File: src/rtl/frame_pkg.sv
// Shared types and constants for the frame pattern generator.
package frame_pkg;

  // Raster position counters are this wide.
  localparam int COORD_W = 16;

  typedef enum logic [1:0] {
    ST_IDLE   = 2'd0,
    ST_ACTIVE = 2'd1,
    ST_HBLANK = 2'd2,
    ST_VBLANK = 2'd3
  } frame_state_e;

  localparam logic [1:0] PAT_BARS    = 2'd0;
  localparam logic [1:0] PAT_RAMP    = 2'd1;
  localparam logic [1:0] PAT_CHECKER = 2'd2;
  localparam logic [1:0] PAT_FLAT    = 2'd3;

  typedef struct packed {
    logic [7:0] r;
    logic [7:0] g;
    logic [7:0] b;
  } rgb_t;

  // White, yellow, cyan, green, magenta, red, blue, black (R,G,B).
  localparam logic [23:0] BAR_RGB [8] = '{
    24'hFF_FF_FF,
    24'hFF_FF_00,
    24'h00_FF_FF,
    24'h00_FF_00,
    24'hFF_00_FF,
    24'hFF_00_00,
    24'h00_00_FF,
    24'h00_00_00
  };

  function automatic rgb_t bar_rgb(input logic [2:0] idx);
    return rgb_t'(BAR_RGB[idx]);
  endfunction

  function automatic rgb_t grey(input logic [7:0] v);
    return rgb_t'({v, v, v});
  endfunction

endpackage

File: src/rtl/frame_pattern_gen_if.sv
// Pixel stream bundle shared with the downstream frame stages.
interface frame_pattern_gen_if;

  logic [7:0] color_r;
  logic [7:0] color_g;
  logic [7:0] color_b;
  logic       valid;
  logic       start_frame_flag;
  logic       end_frame_flag;

  modport master (
    output color_r,
    output color_g,
    output color_b,
    output valid,
    output start_frame_flag,
    output end_frame_flag
  );

  modport slave (
    input color_r,
    input color_g,
    input color_b,
    input valid,
    input start_frame_flag,
    input end_frame_flag
  );

endinterface

File: src/rtl/frame_timing_cnt.sv
// Raster timing: frame FSM with x/y position, colour-bar sub-counter and
// a down-counting blank timer.
//
// state     | meaning
// ----------+-----------------------------------------------------------
// ST_IDLE   | stopped; waits for enable to begin a frame
// ST_ACTIVE | presenting pixel (x, y); x advances each cycle
// ST_HBLANK | horizontal blanking after a line
// ST_VBLANK | vertical blanking after the last line; enable re-sampled at end
module frame_timing_cnt
  import frame_pkg::*;
#(
  parameter int P_H_ACTIVE = 640,
  parameter int P_H_BLANK  = 160,
  parameter int P_V_ACTIVE = 480,
  parameter int P_V_BLANK  = 45
) (
  input  logic       i_clk,
  input  logic       i_rst,
  input  logic       enable,
  output logic [7:0] pix_x,        // low byte of the current x
  output logic [7:0] pix_y,        // low byte of the current y
  output logic [2:0] bar_idx,
  output logic       active,
  output logic       frame_start,
  output logic       frame_end,
  output logic       frame_load    // a new frame begins on this edge
);

  localparam int LP_LINE     = P_H_ACTIVE + P_H_BLANK;
  localparam int LP_VB_CYC   = P_V_BLANK * LP_LINE;
  localparam int LP_BLANK_W  = $clog2(LP_VB_CYC + 1);
  localparam int LP_BAR_W    = P_H_ACTIVE / 8;

  frame_state_e          state_q, state_d;
  logic [COORD_W-1:0]    x_q, x_d;
  logic [COORD_W-1:0]    y_q, y_d;
  logic [COORD_W-1:0]    bar_cnt_q, bar_cnt_d;
  logic [2:0]            bar_idx_q, bar_idx_d;
  logic [LP_BLANK_W-1:0] blank_q, blank_d;

  logic last_x, last_y, bar_tc, blank_tc;

  assign last_x   = (x_q == COORD_W'(P_H_ACTIVE - 1));
  assign last_y   = (y_q == COORD_W'(P_V_ACTIVE - 1));
  assign bar_tc   = (bar_cnt_q == COORD_W'(LP_BAR_W - 1));
  assign blank_tc = (blank_q == '0);

  // State and counter registers.
  always_ff @(posedge i_clk or negedge i_rst) begin
    if (!i_rst) begin
      state_q   <= ST_IDLE;
      x_q       <= '0;
      y_q       <= '0;
      bar_cnt_q <= '0;
      bar_idx_q <= '0;
      blank_q   <= '0;
    end else begin
      state_q   <= state_d;
      x_q       <= x_d;
      y_q       <= y_d;
      bar_cnt_q <= bar_cnt_d;
      bar_idx_q <= bar_idx_d;
      blank_q   <= blank_d;
    end
  end

  // Next-state and counter update.
  always_comb begin
    state_d    = state_q;
    x_d        = x_q;
    y_d        = y_q;
    bar_cnt_d  = bar_cnt_q;
    bar_idx_d  = bar_idx_q;
    blank_d    = blank_q;
    frame_load = 1'b0;
    case (state_q)
      ST_IDLE: begin
        if (enable) begin
          state_d    = ST_ACTIVE;
          x_d        = '0;
          y_d        = '0;
          bar_cnt_d  = '0;
          bar_idx_d  = '0;
          frame_load = 1'b1;
        end
      end
      ST_ACTIVE: begin
        if (last_x) begin
          state_d   = ST_HBLANK;
          x_d       = '0;
          bar_cnt_d = '0;
          bar_idx_d = '0;
          blank_d   = LP_BLANK_W'(P_H_BLANK - 1);
        end else begin
          x_d = x_q + COORD_W'(1);
          if (bar_tc) begin
            bar_cnt_d = '0;
            bar_idx_d = bar_idx_q + 3'd1;
          end else begin
            bar_cnt_d = bar_cnt_q + COORD_W'(1);
          end
        end
      end
      ST_HBLANK: begin
        if (blank_tc) begin
          if (!last_y) begin
            y_d     = y_q + COORD_W'(1);
            state_d = ST_ACTIVE;
          end else begin
            y_d     = '0;
            state_d = ST_VBLANK;
            blank_d = LP_BLANK_W'(LP_VB_CYC - 1);
          end
        end else begin
          blank_d = blank_q - LP_BLANK_W'(1);
        end
      end
      ST_VBLANK: begin
        if (blank_tc) begin
          if (enable) begin
            state_d    = ST_ACTIVE;
            frame_load = 1'b1;
          end else begin
            state_d = ST_IDLE;
          end
        end else begin
          blank_d = blank_q - LP_BLANK_W'(1);
        end
      end
      default: state_d = ST_IDLE;
    endcase
  end

  assign active      = (state_q == ST_ACTIVE);
  assign frame_start = active && (x_q == '0) && (y_q == '0);
  assign frame_end   = active && last_x && last_y;
  assign pix_x       = x_q[7:0];
  assign pix_y       = y_q[7:0];
  assign bar_idx     = bar_idx_q;

endmodule

File: src/rtl/frame_pattern_gen.sv
// Test-frame source: raster timing plus pattern lookup, with every output
// registered one cycle behind the timing counters.
module frame_pattern_gen
  import frame_pkg::*;
#(
  parameter int P_H_ACTIVE = 640,
  parameter int P_H_BLANK  = 160,
  parameter int P_V_ACTIVE = 480,
  parameter int P_V_BLANK  = 45
) (
  input  logic                i_clk,
  input  logic                i_rst,
  input  logic                i_enable,
  input  logic [1:0]          i_pattern_sel,
  output logic [15:0]         o_frame_cnt,
  frame_pattern_gen_if.master pix
);

  logic [7:0] pix_x, pix_y;
  logic [2:0] bar_idx;
  logic       active, frame_start, frame_end, frame_load;
  logic [1:0] pat_q;
  rgb_t       rgb_d;

  frame_timing_cnt #(
    .P_H_ACTIVE (P_H_ACTIVE),
    .P_H_BLANK  (P_H_BLANK),
    .P_V_ACTIVE (P_V_ACTIVE),
    .P_V_BLANK  (P_V_BLANK)
  ) u_timing (
    .i_clk       (i_clk),
    .i_rst       (i_rst),
    .enable      (i_enable),
    .pix_x       (pix_x),
    .pix_y       (pix_y),
    .bar_idx     (bar_idx),
    .active      (active),
    .frame_start (frame_start),
    .frame_end   (frame_end),
    .frame_load  (frame_load)
  );

  // Pattern is held for the whole frame, captured as the frame is launched.
  always_ff @(posedge i_clk or negedge i_rst) begin
    if (!i_rst) begin
      pat_q <= PAT_BARS;
    end else if (frame_load) begin
      pat_q <= i_pattern_sel;
    end
  end

  // Colour of the pixel the timing block is currently pointing at.
  always_comb begin
    rgb_d = '0;
    if (active) begin
      case (pat_q)
        PAT_BARS:    rgb_d = bar_rgb(bar_idx);
        PAT_RAMP:    rgb_d = grey(pix_x);
        PAT_CHECKER: rgb_d = (pix_x[3] ^ pix_y[3]) ? grey(8'hFF) : grey(8'h00);
        default:     rgb_d = grey(8'h80);
      endcase
    end
  end

  // Output registers; flags travel with the colour of the same pixel.
  always_ff @(posedge i_clk or negedge i_rst) begin
    if (!i_rst) begin
      pix.color_r          <= '0;
      pix.color_g          <= '0;
      pix.color_b          <= '0;
      pix.valid            <= 1'b0;
      pix.start_frame_flag <= 1'b0;
      pix.end_frame_flag   <= 1'b0;
      o_frame_cnt          <= '0;
    end else begin
      pix.color_r          <= rgb_d.r;
      pix.color_g          <= rgb_d.g;
      pix.color_b          <= rgb_d.b;
      pix.valid            <= active;
      pix.start_frame_flag <= frame_start;
      pix.end_frame_flag   <= frame_end;
      if (frame_end) begin
        o_frame_cnt <= o_frame_cnt + 16'd1;
      end
    end
  end

endmodule

File: src/flat_wrapper.sv
// flat-port wrapper written by rule: the top's interface ports become plain ports
module frame_pattern_gen_flat import frame_pkg::*;
#(
  parameter int P_H_ACTIVE = 640,
  parameter int P_H_BLANK  = 160,
  parameter int P_V_ACTIVE = 480,
  parameter int P_V_BLANK  = 45
)
  (i_clk, i_rst, i_enable, i_pattern_sel, o_frame_cnt, pix_color_r, pix_color_g, pix_color_b, pix_valid, pix_start_frame_flag, pix_end_frame_flag);
  frame_pattern_gen_if pix_i ();
  input  logic i_clk;
  input  logic i_rst;
  input  logic i_enable;
  input  logic [1:0] i_pattern_sel;
  output logic [15:0] o_frame_cnt;
  output wire logic [$bits(pix_i.color_r)-1:0] pix_color_r;
  output wire logic [$bits(pix_i.color_g)-1:0] pix_color_g;
  output wire logic [$bits(pix_i.color_b)-1:0] pix_color_b;
  output wire logic [$bits(pix_i.valid)-1:0] pix_valid;
  output wire logic [$bits(pix_i.start_frame_flag)-1:0] pix_start_frame_flag;
  output wire logic [$bits(pix_i.end_frame_flag)-1:0] pix_end_frame_flag;
  assign pix_color_r = pix_i.color_r;
  assign pix_color_g = pix_i.color_g;
  assign pix_color_b = pix_i.color_b;
  assign pix_valid = pix_i.valid;
  assign pix_start_frame_flag = pix_i.start_frame_flag;
  assign pix_end_frame_flag = pix_i.end_frame_flag;
  frame_pattern_gen #(.P_H_ACTIVE(P_H_ACTIVE), .P_H_BLANK(P_H_BLANK), .P_V_ACTIVE(P_V_ACTIVE), .P_V_BLANK(P_V_BLANK)) u_core (.i_clk(i_clk), .i_rst(i_rst), .i_enable(i_enable), .i_pattern_sel(i_pattern_sel), .o_frame_cnt(o_frame_cnt), .pix(pix_i));
endmodule
File: config.mk
export PLATFORM = sky130hd
export DESIGN_NAME = frame_pattern_gen_flat
export DESIGN_NICKNAME = d
export VERILOG_FILES = /design/src/rtl/frame_pkg.sv /design/src/rtl/frame_pattern_gen_if.sv /design/src/rtl/frame_timing_cnt.sv /design/src/rtl/frame_pattern_gen.sv /design/src/flat_wrapper.sv
export SDC_FILE = /design/constraint.sdc
export NUM_CORES = 1
export LEC_CHECK = 0
export CAP_MARGIN = 15
export CORE_UTILIZATION = 45
export DETAILED_ROUTE_END_ITERATION = 7
export PLACE_DENSITY = 0.7
export SYNTH_ARGS = -nofsm -noshare
export SYNTH_HDL_FRONTEND = slang
export SYNTH_SLANG_ARGS = --single-unit
File: constraint.sdc
create_clock -name i_clk -period 7.1 [get_ports i_clk]
set_input_delay 1.065 -clock i_clk [delete_from_list [all_inputs] [get_ports i_clk]]
set_output_delay 1.065 -clock i_clk [all_outputs]
set_load 0.03 [all_outputs]
==> results.txt <==
Run status: complete, no violations
Startpoint Class: primary input
Dpl cells: 796
Final TNS setup: 0 ps
Synth area leaders: dfrtp_1 (49%), nor2_1 (5.7%), xor2_1 (4.1%), o21ai_0 (2.9%), nand2_1 (2.8%)
Total track usage: 20.3%
Leading area contributor after synthesis: dfrtp_1
Non-filler cells, final: 827
GPL Wtd Cong: 0.822
Row cnt: 41
Layout Nets: 660
Comb pwr share: 4.1%
CTS tree: done
Sw Ratio: 21.1%
Post-synthesis register bit count: 114
Fillers: 1091
CTS sink count: 114
Largest net degree at the start of global routing: 72
Clk buf depth: 2
Resized cells post-CTS: 0
Post-Syn Area: 5780 um2
Initial antenna violation count: 0
Max_cap viols: 0
Period utilisation layout: 43.1%
Warnings, synthesis: 0
Depth of the CTS H-tree: 4
Die Area: 13300 um2
I/O pin count: 48
Worst-case vdd ir drop: 0.167 mV
Clock power frac: 53.1%
Crit path time final: 3060 ps
Pwr dens: 222 nW/um2
Switching power: 326 uW
Cell variety after synth: 61
Setup CP Type: primary input to register
Setup Skew: 7.60 ps
Crit path capture type: register
Drt drc: 0
Clk root buf: clkbuf_16
Final Hold Fails: 0
Post-synth top cells: dfrtp_1 (114), nor2_1 (87), nand2_1 (43)
Post-CTS setup repair buffer count: 0
Leakage: 3.10 nW
Internal power: 1.22 mW
First-pass GRT wire length: 21.2 mm
Layout cell share with drive strength beyond 1: 8.70%
WL per Instance: 14.8 um
CP required: 7440 ps
Relative slew margins: 39.8%
Post-synth EDFFs: 0
Vias in the first global route: 4495
Core Area: 12600 um2
Clock buffer count from CTS: 17
Final setup fails: 0
Starting Density: 46.0%
GR Overflow Total: 0
Reg clk slew, reported paths: 50 ps
FMAX: 327 MHz
Cells after Synth: 597
Port Buffers: 47
Post-DP HPWL: 8.31 mm
Post-Route WL: 12.2 mm
Synth top area share: 49.4%
Antenna cells: 0
Synth Flop Type: dfrtp_1
Via density: 5.51
Die H: 115 um
RSZ-0062 raised after global routing: no
DRT Pass-1 Iters: 5
DRT iter0 DRCs: 266
Flop pwr share: 42.9%
Class of the worst hold path: register to register
Area Overhead vs Synth: 20.6%
Total number of vias: 4557
Arr. time, crit path: 3400 ps
Worst setup margin: 4040 ps
Worst-Margin Slew: 903 ps
Sequential share of the synthesized area: 49.4%
Pins Over Slew Limit: 0
Post-synth net total: 614
Clock latency on the worst-skew pair: 400 ps
Critical-path maximum fanout: 21
Ys async rst share: 100%
Place WS: 3640 ps
Hold buffer count at CTS: 0
Syn_area_per_cell: 9.68 um2
Die W: 115 um
Most numerous cell in the Yosys netlist: dfrtp_1
Post-DRT Antenna Nets: 0
-- cell type report --
type                    count  area, um2  area share [%]
flip-flops and latches    114       2850            40.9
multi-input cells         445       2770            39.7
clock inverters             9        106            1.53
repair buffers             52        505            7.25
clock buffers              22        474            6.81
well taps                 172        215            3.09
inverters                  13       48.8           0.700
-- metrics by stage --
stage	total power, mW	cell area (um2)	util [%]	hold WS [ps]
2_1_floorplan	0.703	5780	-	455
3_3_place_gp	0.737	6390	50.8	462
3_5_place_dp	0.738	6390	50.8	466
4_1_cts	1.56	6970	55.4	474
5_1_grt	1.60	6970	55.4	507
6_report	1.55	6970	55.4	468
-- cell families after synthesis --
| group | count (synthesis) | synth area share [%] |
|---|---|---|
| multiplexers | 7 | 1.28 |
| AO/OA/AOI/OAI | 101 | 11.6 |
| adder cells (fa/ha/maj) | 12 | 2.60 |
| XOR/XNOR | 43 | 6.52 |
| AND/OR/NAND/NOR | 282 | 25.8 |
| flip-flops | 114 | 49.4 |
| buffers and inverters | 38 | 2.75 |
-- worst max-delay path: stages --
cell             delay (ps)
clkdlybuf4s50_1         590
nand2b_1                280
and2_1                  160
a31oi_1                  80
buf_4                   230
or2_1                   400
or4_1                   520
nand2_1                  80
-- flip-flops by register name, summed over array words and instances (netlist names) --
name / flops
u_core.u_timing.bar_cnt_q: 16
u_core.pix.valid: 1
u_core.pix.color_r: 8
u_core.pix.start_frame_flag: 1
u_core.pix.color_b: 8
u_core.pix.end_frame_flag: 1
u_core.o_frame_cnt: 16
u_core.u_timing.bar_idx: 3
u_core.u_timing.y_q: 16
u_core.u_timing.x_q: 16
u_core.pix.color_g: 8
u_core.pat_q: 2
u_core.u_timing.blank_q: 16
u_core.u_timing.state_q: 2
-- cells in the final DEF, fill, tap and decap left out, types with 14 or more instances in the layout --
master / count
clkbuf_16: 17
clkdlybuf4s50_1: 46
o21ai_0: 34
xor2_1: 27
and3_1: 17
xnor2_1: 16
o31ai_1: 14
a21oi_1: 22
nand2_1: 43
dfrtp_1: 114
nor2_1: 87
nand4_1: 17
nand3_1: 31
-- path summary, 6_finish.rpt --
check	startpoint	to	slack, ps	cells after the start
min	u_core.o_frame_cnt[15]	u_core.o_frame_cnt[15]	470	1
max	i_enable	u_core.u_timing.y_q[9]	4040	8
min reg2reg	u_core.o_frame_cnt[15]	u_core.o_frame_cnt[15]	470	1
min in group asynchronous	i_rst	u_core.pix.color_g[1]	640	1
max reg2reg	u_core.u_timing.blank_q[0]	u_core.pat_q[0]	4120	8
max in group asynchronous	i_rst	u_core.u_timing.bar_cnt_q[11]	5160	2
-- power groups by stage --
stage                     combinational (mW)  clock, mW  sequential (mW)
final                                 0.0628      0.820            0.663
after CTS                             0.0644      0.835            0.663
after floorplan                       0.0129          0            0.690
after detailed placement              0.0641          0            0.674
after global routing                  0.0695      0.868            0.664
after global placement                0.0629          0            0.674
-- per-layer routing --
metal  up-vias  share of wire, %  track usage [%]
met5         -                 0                0
met4         0               1.3             7.79
met3        13               3.5             4.64
met2        98                48             32.5
met1      2231                48             26.7
li1       2215                 -                -
No activity file was read; power rests on OpenSTA's default activity.
